File: config.mk
export PLATFORM = sky130hd
export DESIGN_NAME = matrix_stream_unpacker
export DESIGN_NICKNAME = d
export VERILOG_FILES = /design/src/rtl/matrix_stream_unpacker_pkg.sv /design/src/rtl/matrix_stream_unpacker_elem_select.sv /design/src/rtl/matrix_stream_unpacker.sv
export SDC_FILE = /design/constraint.sdc
export NUM_CORES = 1
export LEC_CHECK = 0
export CORE_MARGIN = 3
export CORE_UTILIZATION = 50
export CTS_CLUSTER_SIZE = 12
export DETAILED_ROUTE_END_ITERATION = 7
export PLACE_DENSITY = 0.91
export SETUP_SLACK_MARGIN = 0.02
export SYNTH_ARGS = -nofsm -noshare
export SYNTH_HDL_FRONTEND = slang
export SYNTH_HIERARCHICAL = 1
export SYNTH_SLANG_ARGS = --single-unit
File: constraint.sdc
create_clock -name clk -period 3.2 [get_ports clk]
set_clock_uncertainty 0.1 [all_clocks]
set_input_delay 0.64 -clock clk [delete_from_list [all_inputs] [get_ports clk]]
set_output_delay 0.64 -clock clk [all_outputs]
set_load 0.02 [all_outputs]
File: src/rtl/matrix_stream_unpacker_pkg.sv
// Shared definitions for the packed-matrix units.
//   DEF_ELEM_W / DEF_N : default element width and matrix dimension
//   state_t            : stream FSM states (IDLE=0, SEND=1)
//   rc_width(n)        : width of a row/column index, max(1, clog2(n))
//   idx_width(n)       : width of a linear element index, max(1, clog2(n*n))
package matrix_stream_unpacker_pkg;

    localparam int DEF_ELEM_W = 4;
    localparam int DEF_N      = 2;

    typedef enum logic {
        IDLE = 1'b0,
        SEND = 1'b1
    } state_t;

    function automatic int rc_width(input int n);
        return (n > 1) ? $clog2(n) : 1;
    endfunction

    function automatic int idx_width(input int n);
        return (n > 1) ? $clog2(n * n) : 1;
    endfunction

endpackage

File: src/rtl/matrix_stream_unpacker_elem_select.sv
// Combinational element picker for a packed row-major NxN matrix.
//   mat  : packed matrix, element (0,0) in the MSBs
//   row  : row index of the wanted element
//   col  : column index of the wanted element
//   elem : mat[(N*N-1-(row*N+col))*ELEM_W +: ELEM_W]
module matrix_elem_select
    import matrix_stream_unpacker_pkg::*;
#(
    parameter int ELEM_W = DEF_ELEM_W,
    parameter int N      = DEF_N,
    localparam int RC_W  = rc_width(N)
) (
    input  logic [N*N*ELEM_W-1:0] mat,
    input  logic [RC_W-1:0]       row,
    input  logic [RC_W-1:0]       col,
    output logic [ELEM_W-1:0]     elem
);

    localparam int NN  = N * N;
    localparam int K_W = idx_width(N);

    // Unpack once with constant slices so the final pick is a plain array index.
    logic [ELEM_W-1:0] elems [NN];
    logic [K_W-1:0]    lin;

    for (genvar g = 0; g < NN; g++) begin : g_unpack
        assign elems[g] = mat[(NN-1-g)*ELEM_W +: ELEM_W];
    end

    // row*N+col never exceeds N*N-1, so K_W bits hold it without overflow.
    always_comb begin
        lin  = K_W'(row) * K_W'(N) + K_W'(col);
        elem = elems[lin];
    end

endmodule

File: src/rtl/matrix_stream_unpacker.sv
// Streams the elements of one packed NxN matrix per input handshake, one element per
// output handshake, in row-major or column-major order.
//   clk, rst      : clock, synchronous active-high reset
//   flush         : abort the matrix in flight (back to IDLE next cycle)
//   in_valid      : in_mat / in_col_major valid
//   in_ready      : a matrix can be accepted this cycle
//   in_mat        : packed row-major matrix, element (0,0) in MSBs
//   in_col_major  : 1 selects column-major emission order (captured with in_mat)
//   out_valid     : out_* fields valid
//   out_ready     : consumer takes the current element
//   out_data      : current element
//   out_row/col   : indices of out_data
//   out_last      : out_data is the final element of the matrix
//   mat_count     : matrices fully emitted, wrapping at 16 bits
module matrix_stream_unpacker
    import matrix_stream_unpacker_pkg::*;
#(
    parameter int ELEM_W = DEF_ELEM_W,
    parameter int N      = DEF_N,
    localparam int RC_W  = rc_width(N)
) (
    input  logic                  clk,
    input  logic                  rst,
    input  logic                  flush,
    input  logic                  in_valid,
    output logic                  in_ready,
    input  logic [N*N*ELEM_W-1:0] in_mat,
    input  logic                  in_col_major,
    output logic                  out_valid,
    input  logic                  out_ready,
    output logic [ELEM_W-1:0]     out_data,
    output logic [RC_W-1:0]       out_row,
    output logic [RC_W-1:0]       out_col,
    output logic                  out_last,
    output logic [15:0]           mat_count
);

    localparam int             NN     = N * N;
    localparam int             K_W    = idx_width(N);
    localparam logic [K_W-1:0] K_LAST = K_W'(NN - 1);

    state_t                state;
    state_t                state_next;
    logic [NN*ELEM_W-1:0]  mat_q;
    logic                  col_major_q;
    logic [K_W-1:0]        k_q;
    logic [15:0]           count_q;

    logic                  at_last;
    logic                  accept;
    logic                  beat;
    logic                  beat_last;
    logic [K_W-1:0]        k_div;
    logic [K_W-1:0]        k_mod;
    logic [RC_W-1:0]       row;
    logic [RC_W-1:0]       col;
    logic [ELEM_W-1:0]     elem;

    assign at_last   = (k_q == K_LAST);
    assign accept    = in_valid & in_ready;
    assign beat      = out_valid & out_ready;
    assign beat_last = beat & at_last;

    // Linear index -> (row, col); column-major simply swaps the quotient and remainder.
    always_comb begin
        k_div = k_q / K_W'(N);
        k_mod = k_q % K_W'(N);
        if (col_major_q) begin
            row = RC_W'(k_mod);
            col = RC_W'(k_div);
        end else begin
            row = RC_W'(k_div);
            col = RC_W'(k_mod);
        end
    end

    matrix_elem_select #(
        .ELEM_W (ELEM_W),
        .N      (N)
    ) u_elem_select (
        .mat  (mat_q),
        .row  (row),
        .col  (col),
        .elem (elem)
    );

    // State register
    always_ff @(posedge clk) begin
        if (rst) begin
            state <= IDLE;
        end else begin
            state <= state_next;
        end
    end

    // Next-state logic; accept already excludes flush, so flush always lands in IDLE.
    always_comb begin
        state_next = state;
        if (flush) begin
            state_next = IDLE;
        end else begin
            case (state)
                IDLE:    if (accept) state_next = SEND;
                SEND:    if (beat_last && !accept) state_next = IDLE;
                default: state_next = IDLE;
            endcase
        end
    end

    // Outputs. in_ready sees out_ready combinationally so a new matrix can be taken
    // on the same edge as the previous matrix's last element (no bubble).
    always_comb begin
        out_valid = (state == SEND);
        in_ready  = !rst && !flush &&
                    ((state == IDLE) || (out_valid && at_last && out_ready));
        out_last  = out_valid && at_last;
        out_data  = out_valid ? elem : '0;
        out_row   = out_valid ? row  : '0;
        out_col   = out_valid ? col  : '0;
        mat_count = count_q;
    end

    // Capture register, element counter and completed-matrix counter
    always_ff @(posedge clk) begin
        if (rst) begin
            mat_q       <= '0;
            col_major_q <= 1'b0;
            k_q         <= '0;
            count_q     <= '0;
        end else begin
            if (accept) begin
                mat_q       <= in_mat;
                col_major_q <= in_col_major;
                k_q         <= '0;
            end else if (beat && !at_last) begin
                k_q <= k_q + 1'b1;
            end
            // A last-element handshake coinciding with flush does not count.
            if (beat_last && !flush) begin
                count_q <= count_q + 16'd1;
            end
        end
    end

endmodule
==> results.sh, run 1 <==
export IMPL_place_congestion=0.802
export IMPL_grt_pass1_vias=1510
export IMPL_ys_ff_latch=36
export IMPL_critPathMaxFanout=5
export IMPL_grt_max_degree=38
export IMPL_critical_path_max_stage_delay_ns=0.53
export IMPL_cp_slowest_cell="clkdlybuf4s50_1"
export IMPL_hold_buffers=0
export IMPL_synth_fp_nets=213
export IMPL_cp_data_required_time_ns=2.46
export IMPL_crit_type="register to output pin"
export IMPL_dr_first_iter_drc_count=82
export IMPL_grt_total_usage_pct=21.1
export IMPL_numCtsBuffers=5
export IMPL_worstHoldStart="mat_q[14]"
export IMPL_synth_top_area_share_pct=43.7
export IMPL_rows=20
export IMPL_grt_overflow_total=0
export IMPL_hold_violations=0
export IMPL_clk_pin_slew_ns=0.11
export IMPL_slew_headroom_pct=66.5
export IMPL_ioPinCount=47
export IMPL_yosys_most_used_dff="dfxtp_1"
export IMPL_cts_sinks=36
export IMPL_syn_inst=189
export IMPL_synth_area_leaders="dfxtp_1 (44%), a21oi_1 (8.2%), mux4_1 (6.4%)"
export IMPL_root_buffer="clkbuf_4"
export IMPL_final_core_util_pct=72.5
export IMPL_antenna_left=0
export IMPL_syn_cell_area_mm2=0.00165
export IMPL_diodes=0
export IMPL_cellLeakagePower_nw=0.793
export IMPL_grt_antenna_before_repair=0
export IMPL_r2r_start="k_q[0]"
export IMPL_yosysSeqAreaShare_pct=43.7
export IMPL_critical_path_arrival_ns=2.30
export IMPL_firstDrtPassIters=4
export IMPL_hpwl_um=2830
export IMPL_cts_resized=0
export IMPL_areaGrowthSynthToFinish_pct=36.2
export IMPL_post_route_period_util_pct=95.0
export IMPL_dieArea_mm2=0.00403
export IMPL_critPathCaptureType="output pin"
export IMPL_final_layout_size_suffix_gt1_share_pct=6.81
export IMPL_cap_violations=0
export IMPL_finalWirelength_um=3940
export IMPL_slew_violations=0
export IMPL_status="completed"
export IMPL_tritoncts="yes"
export IMPL_ys_warn_count=6
export IMPL_hold_path_class="register to register"
export IMPL_worst_setup_path_startpoint="col_major_q"
export IMPL_synth_cell_types=28
export IMPL_cts_htree_levels=2
export IMPL_synth_top_area_cell="dfxtp_1"
export IMPL_grt_pass1_wl_um=6770
export IMPL_synth_edf_count=0
export IMPL_port_buffers=46
export IMPL_die_y_um=63.5
export IMPL_tightest_slew_ns=0.502
export IMPL_period_needed_ns=3.04
export IMPL_peakVddDrop_v=0.000265
export IMPL_clk_latency_ns=0.35
export IMPL_clock_path_buffers=2
export IMPL_num_vias=1566
export IMPL_fp_dieW_um=63.5
export IMPL_core_mm2=0.00310
export IMPL_crit_path_start_kind="register"
export IMPL_powerDensity_mw_per_mm2=399
export IMPL_avgSynthCellArea_um2=8.73
export IMPL_tns_ns=0
export IMPL_max_freq_ghz=0.329
export IMPL_synthArstFlopShare_pct=0
export IMPL_finalNetCount=258
export IMPL_final_setup_viol_count=0
export IMPL_initial_core_util_pct=53.2
export IMPL_rsz0062_at_grt="no"
export IMPL_final_cell_mix="clkdlybuf4s50_1 (46), dfxtp_1 (36), a21oi_1 (27), nand2_1 (25), nand3_1 (21)"
export IMPL_cp_cell_sequence="mux2_2 -> mux4_1 -> and2_1 -> clkdlybuf4s50_1"
export IMPL_wl_per_cell_um=14.1
export IMPL_drc_errors=0
export IMPL_mostFrequentLayoutCell="clkdlybuf4s50_1"
export IMPL_viasPerCell=5.61
export IMPL_cts_setup_buffers=0
report_power, final:
part	total, W	internal, W	switching [W]
combinational	0.0000743	0.0000404	0.0000339
sequential	0.000462	0.000456	0.00000667
clock	0.000360	0.000207	0.000152
total	0.000896	0.000703	0.000193
worst paths after layout:
| path | endpoint | slack, ns | cells after the start |
|---|---|---|---|
| setup / recovery | out_data[3] | 0.16 | 4 |
| hold / removal | mat_q[14] | 0.36 | 2 |
| setup reg to reg | mat_count[12] | 0.97 | 5 |
| hold reg to reg | mat_q[14] | 0.36 | 2 |
metal layers:
metal	vias up	wire, µm	global-route usage [%]
li1	767	-	-
met1	733	1620	24.7
met2	54	1960	36.1
met3	12	258	4.99
met4	0	91	9.43
met5	-	0	0
worst max-delay path, delay by kind of cell (launching register included):
| family | cells | cell delay, ns |
|---|---|---|
| buf+inv | 1 | 0.53 |
| simple gates | 1 | 0.17 |
| flops | 1 | 0.37 |
| mux | 2 | 0.87 |
per-stage QoR:
step           hold slack (ns)  std cells  total power, W  area, µm²  worst slack, ns
2_1_floorplan            0.332        189        0.000504       1650            0.973
3_3_place_gp             0.339        271        0.000544       2150            0.261
3_5_place_dp             0.347        271        0.000546       2150            0.239
4_1_cts                  0.362        279        0.000899       2250            0.143
5_1_grt                  0.384        279        0.000917       2250           0.0662
6_report                 0.359        279        0.000896       2250            0.162
synth_stat cells, drive strengths merged (3+ instances only):
library cell  instances
nor2                  7
nor3                  4
o21ai                 8
xor2                  3
inv                   3
a211oi                3
xnor2                 5
and2                  7
nand3                21
mux4                  4
a21oi                27
clkbuf               10
nand2                25
or3                   8
dfxtp                36
nand4                 4
state kept, by name, indices dropped and copies added (netlist names):
| register | count |
|---|---|
| k_q | 2 |
| out_valid | 1 |
| col_major_q | 1 |
| mat_q | 16 |
| mat_count | 16 |
layout make-up:
cell class,instances,area [µm²]
multi-input combinational,138,876
fill,248,855
sequential,36,721
timing repair buffer,50,490
clock buffer,7,65.1
tap,44,55.1
clock inverter,1,30.0
inverter,3,11.3
kinds of logic after synthesis:
group                    synth area share, %
AO/OA/AOI/OAI                           12.7
adder cells (fa/ha/maj)                 1.52
AND/OR/NAND/NOR                         26.0
flip-flops                              43.7
XOR/XNOR                                4.25
buffers and inverters                   3.56
multiplexers                            8.34
(Power assumes the default switching activity.)
==> run 2: changes to the inputs <==
==> constraint.sdc (replaced) <==
create_clock -name clk -period 3.2 [get_ports clk]
set_clock_uncertainty 0.1 [all_clocks]
set_input_delay 0.8 -clock clk [delete_from_list [all_inputs] [get_ports clk]]
set_output_delay 0.8 -clock clk [all_outputs]
set_load 0.02 [all_outputs]
==> run 2 against run 1 <==
Compared with the run above:
- combinational power up 0.9%
- critical path depth unchanged
- utilization down 1.3 points
- cell count up 0.36%
- hold slack better by 0.0027 ns
- sequential share of layout area up 0.58 points
- die area unchanged
- first-iteration DRC count up 20%
- highest routed layer unchanged
==> results.sh, run 2 (same netlist as run 1, synthesis figures left out) <==
export IMPL_grt_overflow_total=0
export IMPL_finalWirelength_um=3890
export IMPL_crit_type="register to output pin"
export IMPL_cp_cell_sequence="mux2_2 -> mux4_1 -> and2_1 -> dlygate4sd2_1"
export IMPL_clock_path_buffers=2
export IMPL_rsz0062_at_grt="no"
export IMPL_firstDrtPassIters=4
export IMPL_period_needed_ns=3.00
export IMPL_crit_path_start_kind="register"
export IMPL_cts_resized=5
export IMPL_slew_violations=0
export IMPL_numCtsBuffers=5
export IMPL_wl_per_cell_um=13.9
export IMPL_grt_pass1_vias=1491
export IMPL_tightest_slew_ns=0.550
export IMPL_root_buffer="clkbuf_4"
export IMPL_antenna_left=0
export IMPL_diodes=0
export IMPL_power_switching_w=0.000185
export IMPL_post_route_period_util_pct=93.9
export IMPL_p_int_w=0.000577
export IMPL_status="completed"
export IMPL_grt_antenna_before_repair=0
export IMPL_hold_violations=0
export IMPL_cts_htree_levels=2
export IMPL_cp_data_required_time_ns=2.30
export IMPL_place_congestion=0.778
export IMPL_initial_core_util_pct=53.2
export IMPL_dr_first_iter_drc_count=98
export IMPL_grt_max_degree=38
export IMPL_placedCellCount=273
export IMPL_grt_pass1_wl_um=6530
export IMPL_core_mm2=0.00310
export IMPL_critPathMaxFanout=5
export IMPL_die_y_um=63.5
export IMPL_hpwl_um=2820
export IMPL_r2r_slack_ns=0.96
export IMPL_finalNetCount=260
export IMPL_fp_dieW_um=63.5
export IMPL_port_buffers=46
export IMPL_post_dp_cell_area_mm2=0.00217
export IMPL_critical_path_arrival_ns=2.10
export IMPL_tritoncts="yes"
export IMPL_final_layout_size_suffix_gt1_share_pct=6.78
export IMPL_dieArea_mm2=0.00403
export IMPL_hold_buffers=0
export IMPL_ioPinCount=47
export IMPL_hold_path_class="register to register"
export IMPL_peakVddDrop_v=0.000224
export IMPL_num_vias=1529
export IMPL_viasPerCell=5.46
export IMPL_final_cell_mix="clkdlybuf4s50_1 (41), dfxtp_1 (36), a21oi_1 (27), nand2_1 (25), nand3_1 (21)"
export IMPL_rows=20
export IMPL_cts_sinks=36
export IMPL_clk_pin_slew_ns=0.10
export IMPL_cap_violations=0
export IMPL_areaGrowthSynthToFinish_pct=33.8
export IMPL_critPathCaptureType="output pin"
export IMPL_clk_latency_ns=0.34
export IMPL_layout_cells_non_filler=280
export IMPL_fin_area_mm2=0.00221
export IMPL_power_frac_clock_pct=29.5
export IMPL_grt_total_usage_pct=20.4
export IMPL_critical_path_max_stage_delay_ns=0.47
export IMPL_final_setup_viol_count=0
export IMPL_mostFrequentLayoutCell="clkdlybuf4s50_1"
export IMPL_cts_setup_buffers=0
export IMPL_sw_frac_of_total_pct=24.3
export IMPL_pwr_share_seq_pct=60.7
export IMPL_drc_errors=0
export IMPL_final_core_util_pct=71.2
export IMPL_cp_slowest_cell="mux4_1"
export IMPL_powerDensity_mw_per_mm2=345
export IMPL_max_freq_ghz=0.333
export IMPL_slew_headroom_pct=63.4
export IMPL_cellLeakagePower_nw=0.801
export IMPL_pwr_share_comb_pct=9.8
run 2: through the flow:
step | hold WS [ns] | total power (W) | TNS, ns | setup WS, ns
after floorplan | 0.332 | 0.000504 | 0 | 0.653
after global placement | 0.339 | 0.000546 | -0.0476 | -0.0476
after detailed placement | 0.350 | 0.000548 | -0.0523 | -0.0523
after CTS | 0.363 | 0.000763 | 0 | 0.192
after global routing | 0.392 | 0.000788 | 0 | 0.137
final | 0.362 | 0.000762 | 0 | 0.197
run 2: metal layers:
metal / GRT usage, % / share of wire (%) / routed length, µm
met1: 23.9 / 43 / 1670
met2: 34.8 / 50 / 1930
met3: 4.46 / 5.6 / 218
met4: 9.97 / 1.9 / 73
met5: 0 / 0 / 0
run 2: critical path, delay by kind of cell (launching register included):
family | cells | cell delay, ns
AND/OR/NAND/NOR | 1 | 0.18
multiplexers | 2 | 0.88
flip-flops | 1 | 0.39
buffers and inverters | 1 | 0.32
run 2: worst paths after layout:
path | start | endpoint | depth (start not counted)
setup / recovery | col_major_q | out_data[3] | 4
hold / removal | mat_q[14] | mat_q[14] | 2
setup reg to reg | k_q[0] | mat_count[10] | 5
hold reg to reg | mat_q[14] | mat_q[14] | 2
run 2: power by group through the flow:
stage / Combinational, W / Sequential [W] / Clock [W]
finish: 0.0000750 / 0.000463 / 0.000224
detailed placement: 0.0000756 / 0.000473 / 0
global placement: 0.0000736 / 0.000472 / 0
floorplan: 0.0000339 / 0.000470 / 0
CTS: 0.0000751 / 0.000462 / 0.000226
global route: 0.0000810 / 0.000464 / 0.000243
run 2: area by class of cell:
type                       count  area, µm²
fill                         256        895
clock inverter                 1       5.00
tap                           44       55.1
timing repair buffer          52        499
inverter                       3       11.3
clock buffer                   6       41.3
multi-input combinational    138        876
sequential                    36        721
==> run 3: changes to the inputs <==
--- a/config.mk
+++ b/config.mk
@@ -10,6 +10,7 @@
 export CTS_CLUSTER_SIZE = 12
 export DETAILED_ROUTE_END_ITERATION = 7
 export PLACE_DENSITY = 0.91
+export REMOVE_ABC_BUFFERS = 1
 export SETUP_SLACK_MARGIN = 0.02
 export SYNTH_ARGS = -nofsm -noshare
 export SYNTH_HDL_FRONTEND = slang
==> run 3 against run 2 <==
Compared with the run above:
- cell count up 0.36%
- clock power up 11%
- wire length down 3.0%
- sequential share of layout area down 0.18 points
- setup slack better by 0.0094 ns
- register-to-register slack worse by 0.04 ns
- fmax up 0.31%
- clock-buffer cell count up 2
- first-iteration DRC count down 2.0%
- sequential power about the same
- via count down 1.7%
- utilization up 0.40 points
- critical path type unchanged
- highest routed layer unchanged
==> results.sh, run 3 (same netlist as run 1, synthesis figures left out) <==
export IMPL_rows=20
export IMPL_power_w=0.000785
export IMPL_setup_ws_ns=0.206
export IMPL_cellLeakagePower_nw=0.806
export IMPL_slew_headroom_pct=65.4
export IMPL_cap_violations=0
export IMPL_place_congestion=0.750
export IMPL_cts_sinks=36
export IMPL_cts_htree_levels=2
export IMPL_critPathMaxFanout=5
export IMPL_finalWirelength_um=3780
export IMPL_layout_cells_non_filler=281
export IMPL_post_route_period_util_pct=93.6
export IMPL_core_mm2=0.00310
export IMPL_dr_first_iter_drc_count=96
export IMPL_critical_path_max_stage_delay_ns=0.57
export IMPL_slew_violations=0
export IMPL_dieArea_mm2=0.00403
export IMPL_clk_pin_slew_ns=0.11
export IMPL_grt_total_usage_pct=19.4
export IMPL_crit_type="register to output pin"
export IMPL_fp_dieW_um=63.5
export IMPL_die_y_um=63.5
export IMPL_antenna_left=0
export IMPL_powerDensity_mw_per_mm2=354
export IMPL_status="completed"
export IMPL_fin_area_mm2=0.00222
export IMPL_cp_slowest_cell="mux4_1"
export IMPL_clk_latency_ns=0.34
export IMPL_hpwl_um=2720
export IMPL_root_buffer="clkbuf_4"
export IMPL_drc_errors=0
export IMPL_peakVddDrop_v=0.000325
export IMPL_critPathCaptureType="output pin"
export IMPL_hold_violations=0
export IMPL_n_fill_cell=268
export IMPL_mostFrequentLayoutCell="clkdlybuf4s50_1"
export IMPL_clock_path_buffers=2
export IMPL_dpl_worst_slack_ns=-0.0583
export IMPL_grt_overflow_total=0
export IMPL_tns_ns=0
export IMPL_final_setup_viol_count=0
export IMPL_cp_cell_sequence="mux2_2 -> mux4_1 -> and2_1 -> dlygate4sd2_1"
export IMPL_period_needed_ns=2.99
export IMPL_wl_per_cell_um=13.4
export IMPL_hold_path_class="register to register"
export IMPL_finalNetCount=260
export IMPL_post_dp_cell_area_mm2=0.00217
export IMPL_grt_max_degree=38
export IMPL_cp_data_required_time_ns=2.30
export IMPL_rsz0062_at_grt="no"
export IMPL_ioPinCount=47
export IMPL_num_vias=1503
export IMPL_final_layout_size_suffix_gt1_share_pct=6.75
export IMPL_tritoncts="yes"
export IMPL_diodes=0
export IMPL_numCtsBuffers=5
export IMPL_max_freq_ghz=0.334
export IMPL_initial_core_util_pct=53.2
export IMPL_grt_pass1_vias=1470
export IMPL_placedCellCount=273
export IMPL_viasPerCell=5.35
export IMPL_crit_path_start_kind="register"
export IMPL_critical_path_arrival_ns=2.09
export IMPL_areaGrowthSynthToFinish_pct=34.6
export IMPL_grt_antenna_before_repair=0
export IMPL_tightest_slew_ns=0.519
export IMPL_cts_setup_buffers=0
export IMPL_grt_pass1_wl_um=6220
export IMPL_firstDrtPassIters=4
export IMPL_final_cell_mix="clkdlybuf4s50_1 (41), dfxtp_1 (36), a21oi_1 (27), nand2_1 (25), nand3_1 (21)"
export IMPL_port_buffers=46
run 3: changes by cell type in the layout (fill, tap and decap cells not counted), sizes merged:
cell / before / now
clkbuf: 6 / 8
clkinv: 1 / 0
run 3: per-layer routing:
layer	up-vias	share of wire, %	global-route usage [%]
met5	-	0	0
met4	0	2.6	10.5
met3	11	4.0	3.57
met2	37	51	35.2
met1	687	42	21.2
li1	768	-	-
run 3: layout make-up:
cell class                 instances  area [µm²]  share of cell area, %
clock buffer                       8        58.8                   2.65
inverter                           3        11.3                  0.507
multi-input combinational        138         876                   39.4
sequential                        36         721                   32.5
tap                               44        55.1                   2.48
timing repair buffer              52         499                   22.5
run 3: worst paths after layout:
kind,start,to,slack (ns),depth (start not counted)
max,k_q[0],out_data[1],0.21,4
min,mat_q[8],mat_q[8],0.35,2
max reg2reg,k_q[0],mat_count[12],0.92,5
min reg2reg,mat_q[8],mat_q[8],0.35,2
run 3: per-stage QoR:
step | hold slack (ns) | util [%]
after floorplan | 0.325 | -
after global placement | 0.339 | 69.9
after detailed placement | 0.346 | 69.9
after CTS | 0.360 | 71.6
after global routing | 0.375 | 71.6
final | 0.354 | 71.6
run 3: where the power goes:
group / total (W) / internal, W / switching, W
Combinational: 0.0000745 / 0.0000404 / 0.0000342
Sequential: 0.000462 / 0.000456 / 0.00000628
Clock: 0.000249 / 0.000108 / 0.000141
Total: 0.000785 / 0.000604 / 0.000181
run 3: repair_timing:
item	in CTS	in global routing
gates resized for setup	5	0
endpoints found under the setup margin	5	0
endpoints found under the hold margin	0	0
hold buffers	0	0
run 3: critical path: cells and delay by family (launching register included):
family                 cells  cell delay [ns]
muxes                      2             0.84
DFF                        1             0.41
buffers and inverters      1             0.32
and+or+nand+nor            1             0.18
==> edit 1 (settings of run 1) <==
Reset style: asynchronous (`rst`), changed in 2 clocked blocks. Comments in the files are not updated.
--- a/src/rtl/matrix_stream_unpacker.sv
+++ b/src/rtl/matrix_stream_unpacker.sv
@@ -85,7 +85,7 @@
     );
 
     // State register
-    always_ff @(posedge clk) begin
+    always_ff @(posedge clk or posedge rst) begin
         if (rst) begin
             state <= IDLE;
         end else begin
@@ -121,7 +121,7 @@
     end
 
     // Capture register, element counter and completed-matrix counter
-    always_ff @(posedge clk) begin
+    always_ff @(posedge clk or posedge rst) begin
         if (rst) begin
             mat_q       <= '0;
             col_major_q <= 1'b0;
Check against the original RTL: differs if rst is asserted again (counterexample within 4 cycles, from zero or initial values and one cycle with rst high); with rst held inactive, the same outputs for 10 cycles.
==> edit 1 against run 1 <==
  * Cell count fell by 21%
  * Sequential cell count is the same
  * Sequential share of layout area increased by 6.7 points
  * Wire length shrank 12%
  * Design area increased by 3.3%
  * Largest cell class is now registers
  * Worst setup slack worse by 59 ps
  * Critical endpoint is now out_data[1]
  * Worst hold slack better by 21 ps
  * Synthesized area up 4.9%
Power is not compared: it rests on default switching activity, and its combinational part moved more than twofold at a synthesized area within 25%.
==> edit 1: results (changes against run 1) <==
DR iter-0 viols 19 (-77%); reg2reg path depth 6 (+1); GRT Overall Usage 0.184 (-0.0267); synth cell count leaders dfrtp_1, mux2_2, xnor2_1; post-synthesis cell count 123 (-35%); Slew @ Worst Pin 524 ps (+21.6 ps); status finished clean; M1 WL 1.46 mm (-10%); Vias 1131 (-28%); pin count of the biggest net entering global routing 37 (-2.6%); nets@finish 200 (-22%); worst r2r dst mat_q[8]; Min-Delay Endpoint mat_count[15]; syn_nets 147 (-31%); R2R Path Start k_q[0]; HPWL Detailed 2.63 mm (-7.1%); Worst path slowest cell mux4_1; first-pass GRT wire length 5.89 mm (-13%); Fill cells 228 (-8.1%); Layout area overhead 34.2%; dpl cells 213 (-21%); share of cells above drive strength 1 0.192 (+0.124); FFs w/ async S/R, synth 1.00 (+1.00); worst hold stages 1 (-1); Via density 5.12 (-8.8%); final wirelength 3.45 mm (-12%); CP peak stage delay 570 ps (+40 ps); Reg2Reg Setup Slack 1190 ps (+220 ps); sequential area share after synthesis 0.521 (+0.0839)
[edit 1: cell types whose count changed in the layout (fill, tap and decap cells not counted), sizes merged, moves of 14 or more]
cell	delta
mux2	+17
nand3	-16
nand2	-14
dfxtp	-36
dfrtp	+36
a21oi	-24
[edit 1: worst max path at each step]
stage / startpoint / to / slack (ps) / depth (start not counted)
after floorplan: col_major_q / out_data[0] / 1040 / 3
after global placement: out_ready / in_ready / 280 / 4
after detailed placement: out_ready / in_ready / 210 / 4
after CTS: col_major_q / out_data[1] / 80 / 4
after global routing: col_major_q / out_data[3] / 40 / 4
final: col_major_q / out_data[1] / 100 / 4
[edit 1: kinds of logic (layout without fill, tap and decap cells)]
| group | count (synthesis) | count (layout) | share of synthesized area |
|---|---|---|---|
| xor+xnor | 16 | 16 | 0.0810 |
| flops | 36 | 36 | 0.521 |
| simple gates | 37 | 37 | 0.141 |
| mux | 24 | 24 | 0.210 |
| buf+inv | 4 | 58 | 0.0130 |
| compound gates | 4 | 4 | 0.0202 |
| fa+ha+maj | 2 | 2 | 0.0145 |
[edit 1: cell type report]
type / instances / area [um^2] / share of cell area
inverter: 2 / 7.51 / 0.00323
multi-input combinational: 83 / 807 / 0.348
clock inverter: 2 / 35.0 / 0.0151
timing repair buffer: 48 / 475 / 0.205
sequential: 36 / 901 / 0.388
clock buffer: 6 / 41.3 / 0.0178
tap: 44 / 55.1 / 0.0237
[edit 1: power breakdown]
group          switching, W  internal (W)  total [W]  leakage, nW
Combinational     0.0000733      0.000138   0.000211        0.560
Sequential        0.0000360      0.000507   0.000543        0.460
Clock              0.000152      0.000164   0.000316       0.0422
[edit 1: per-layer routing]
metal,global-route usage,vias up
li1,-,544
met3,0.0364,4
met5,0,-
met2,0.324,24
met1,0.213,559
met4,0.0844,0
[edit 1: through the flow]
step,hold WS (ps),cell area (um^2)
3_5_place_dp,368,2250
3_3_place_gp,360,2250
6_report,380,2320
4_1_cts,387,2320
5_1_grt,417,2320
2_1_floorplan,370,1730
==> edit 2 (config.mk and constraints of run 1) <==
Without the edit above. Change the package constant `DEF_N` from 2 to 1.
--- a/src/rtl/matrix_stream_unpacker_pkg.sv
+++ b/src/rtl/matrix_stream_unpacker_pkg.sv
@@ -6,7 +6,7 @@
 package matrix_stream_unpacker_pkg;
 
     localparam int DEF_ELEM_W = 4;
-    localparam int DEF_N      = 2;
+    localparam int DEF_N      = 1;
 
     typedef enum logic {
         IDLE = 1'b0,
Interface: changed (resized in_mat); port bits go from 47 to 35. No check against the original RTL was run, so the function may have changed too.
==> edit 2 against run 1 <==
  * Sequential power shrank 37%
  * Worst setup slack gained 100 ps
  * Total power shrank 48%
  * Wire length shrank 32%
  * Design area shrank 35%
  * Synthesized area shrank 33%
  * Cell count shrank 34%
  * Sequential cell count shrank 13
  * Critical path type is now input port to output pin
  * Largest cell class unchanged
==> edit 2: results (changes against run 1) <==
setup bufs post-CTS 0 (unchanged); share of cells above drive strength 1 0.0641 (-0.00398); Reg2Reg Setup Slack 1240 ps (+270 ps); pin count of the biggest net entering global routing 25 (-34%); number of global-route vias before repair 1048 (-31%); clk slew on worst S/H paths roughly 120 ps; IO buf count 34 (-26%); Gates resized, CTS repair 0 (unchanged); GRT Overall Usage 0.208 (-0.00271); reg2reg path depth 4 (-1); clk_lat worst skew 310 ps (-40 ps); Vias 1031 (-34%); Pre-antenna DRT Iters 5 (+1); antenna cells 0 (unchanged); Min-Delay Endpoint mat_q[3]; Slew @ Worst Pin 405 ps (-96.7 ps); worst r2r dst mat_count[13]; critical-path maximum fanout 4 (-1); cts hold-fix bufs 0 (unchanged); HPWL Detailed 1.99 mm (-30%); nets@finish 168 (-35%); H-tree depth 1 (-1); total of max-cap violations 0 (unchanged); R2R Path Start out_valid; DR iter-0 viols 21 (-74%); CTS root buf clkbuf_4; yosys warns 6 (unchanged); Static Leakage 0.513 nW (-35%); WL/cell 14.7 um (+3.9%); Max clock buf depth 2 (unchanged); Hold Path Class flop to flop; initial antenna violation count 0 (unchanged); GPL Wtd Cong 0.800 (-0.22%); hold path startpoint mat_q[3]; worst hold stages 2 (unchanged); max reg flops 16; CTS buffer count 3 (-2); placed cell area 1430 um^2 (-34%); DP Worst Slack 258 ps (+19.7 ps); syn_nets 139 (-35%); first-pass GRT wire length 4.42 mm (-35%); worst ir drop on vdd 0.000244 V (-7.9%); status finished clean
-- edit 2: final cells by class --
cell class	instances	area [um^2]
multi-input combinational	92	576
fill	169	571
sequential	23	460
timing repair buffer	35	348
tap	27	33.8
clock buffer	4	26.3
inverter	2	7.51
-- edit 2: power breakdown --
group / switching, W / internal [W] / total [W]
Combinational: 0.0000172 / 0.0000201 / 0.0000374
Clock: 0.0000848 / 0.0000486 / 0.000133
Sequential: 0.00000331 / 0.000289 / 0.000293
Total: 0.000105 / 0.000358 / 0.000463
-- edit 2: worst max path at each step --
stage                     endpoint  slack, ps  cells past startpoint       from
after floorplan           in_ready       1110                      2        rst
after global placement    in_ready        340                      4  out_ready
after detailed placement  in_ready        260                      4  out_ready
after CTS                 in_ready        270                      4  out_ready
after global routing      in_ready        200                      4  out_ready
final                     in_ready        270                      4  out_ready
-- edit 2: per-layer routing --
layer / vias to the layer above / share of wire / track usage
li1: 498 / - / -
met2: 36 / 0.52 / 0.376
met1: 487 / 0.42 / 0.239
met5: - / 0 / 0
met3: 10 / 0.032 / 0.0225
met4: 0 / 0.024 / 0.102
-- edit 2: critical path, cell delays in order --
cell,delay [ps]
clkdlybuf4s50_1,540
nand2b_1,110
a211oi_1,250
clkdlybuf4s50_1,650
-- edit 2: per-stage QoR --
| step | util | cells | hold slack (ps) |
|---|---|---|---|
| 2_1_floorplan | - | 128 | 365 |
| 3_3_place_gp | 0.705 | 179 | 367 |
| 3_5_place_dp | 0.705 | 179 | 391 |
| 4_1_cts | 0.718 | 183 | 410 |
| 5_1_grt | 0.718 | 183 | 435 |
| 6_report | 0.718 | 183 | 410 |
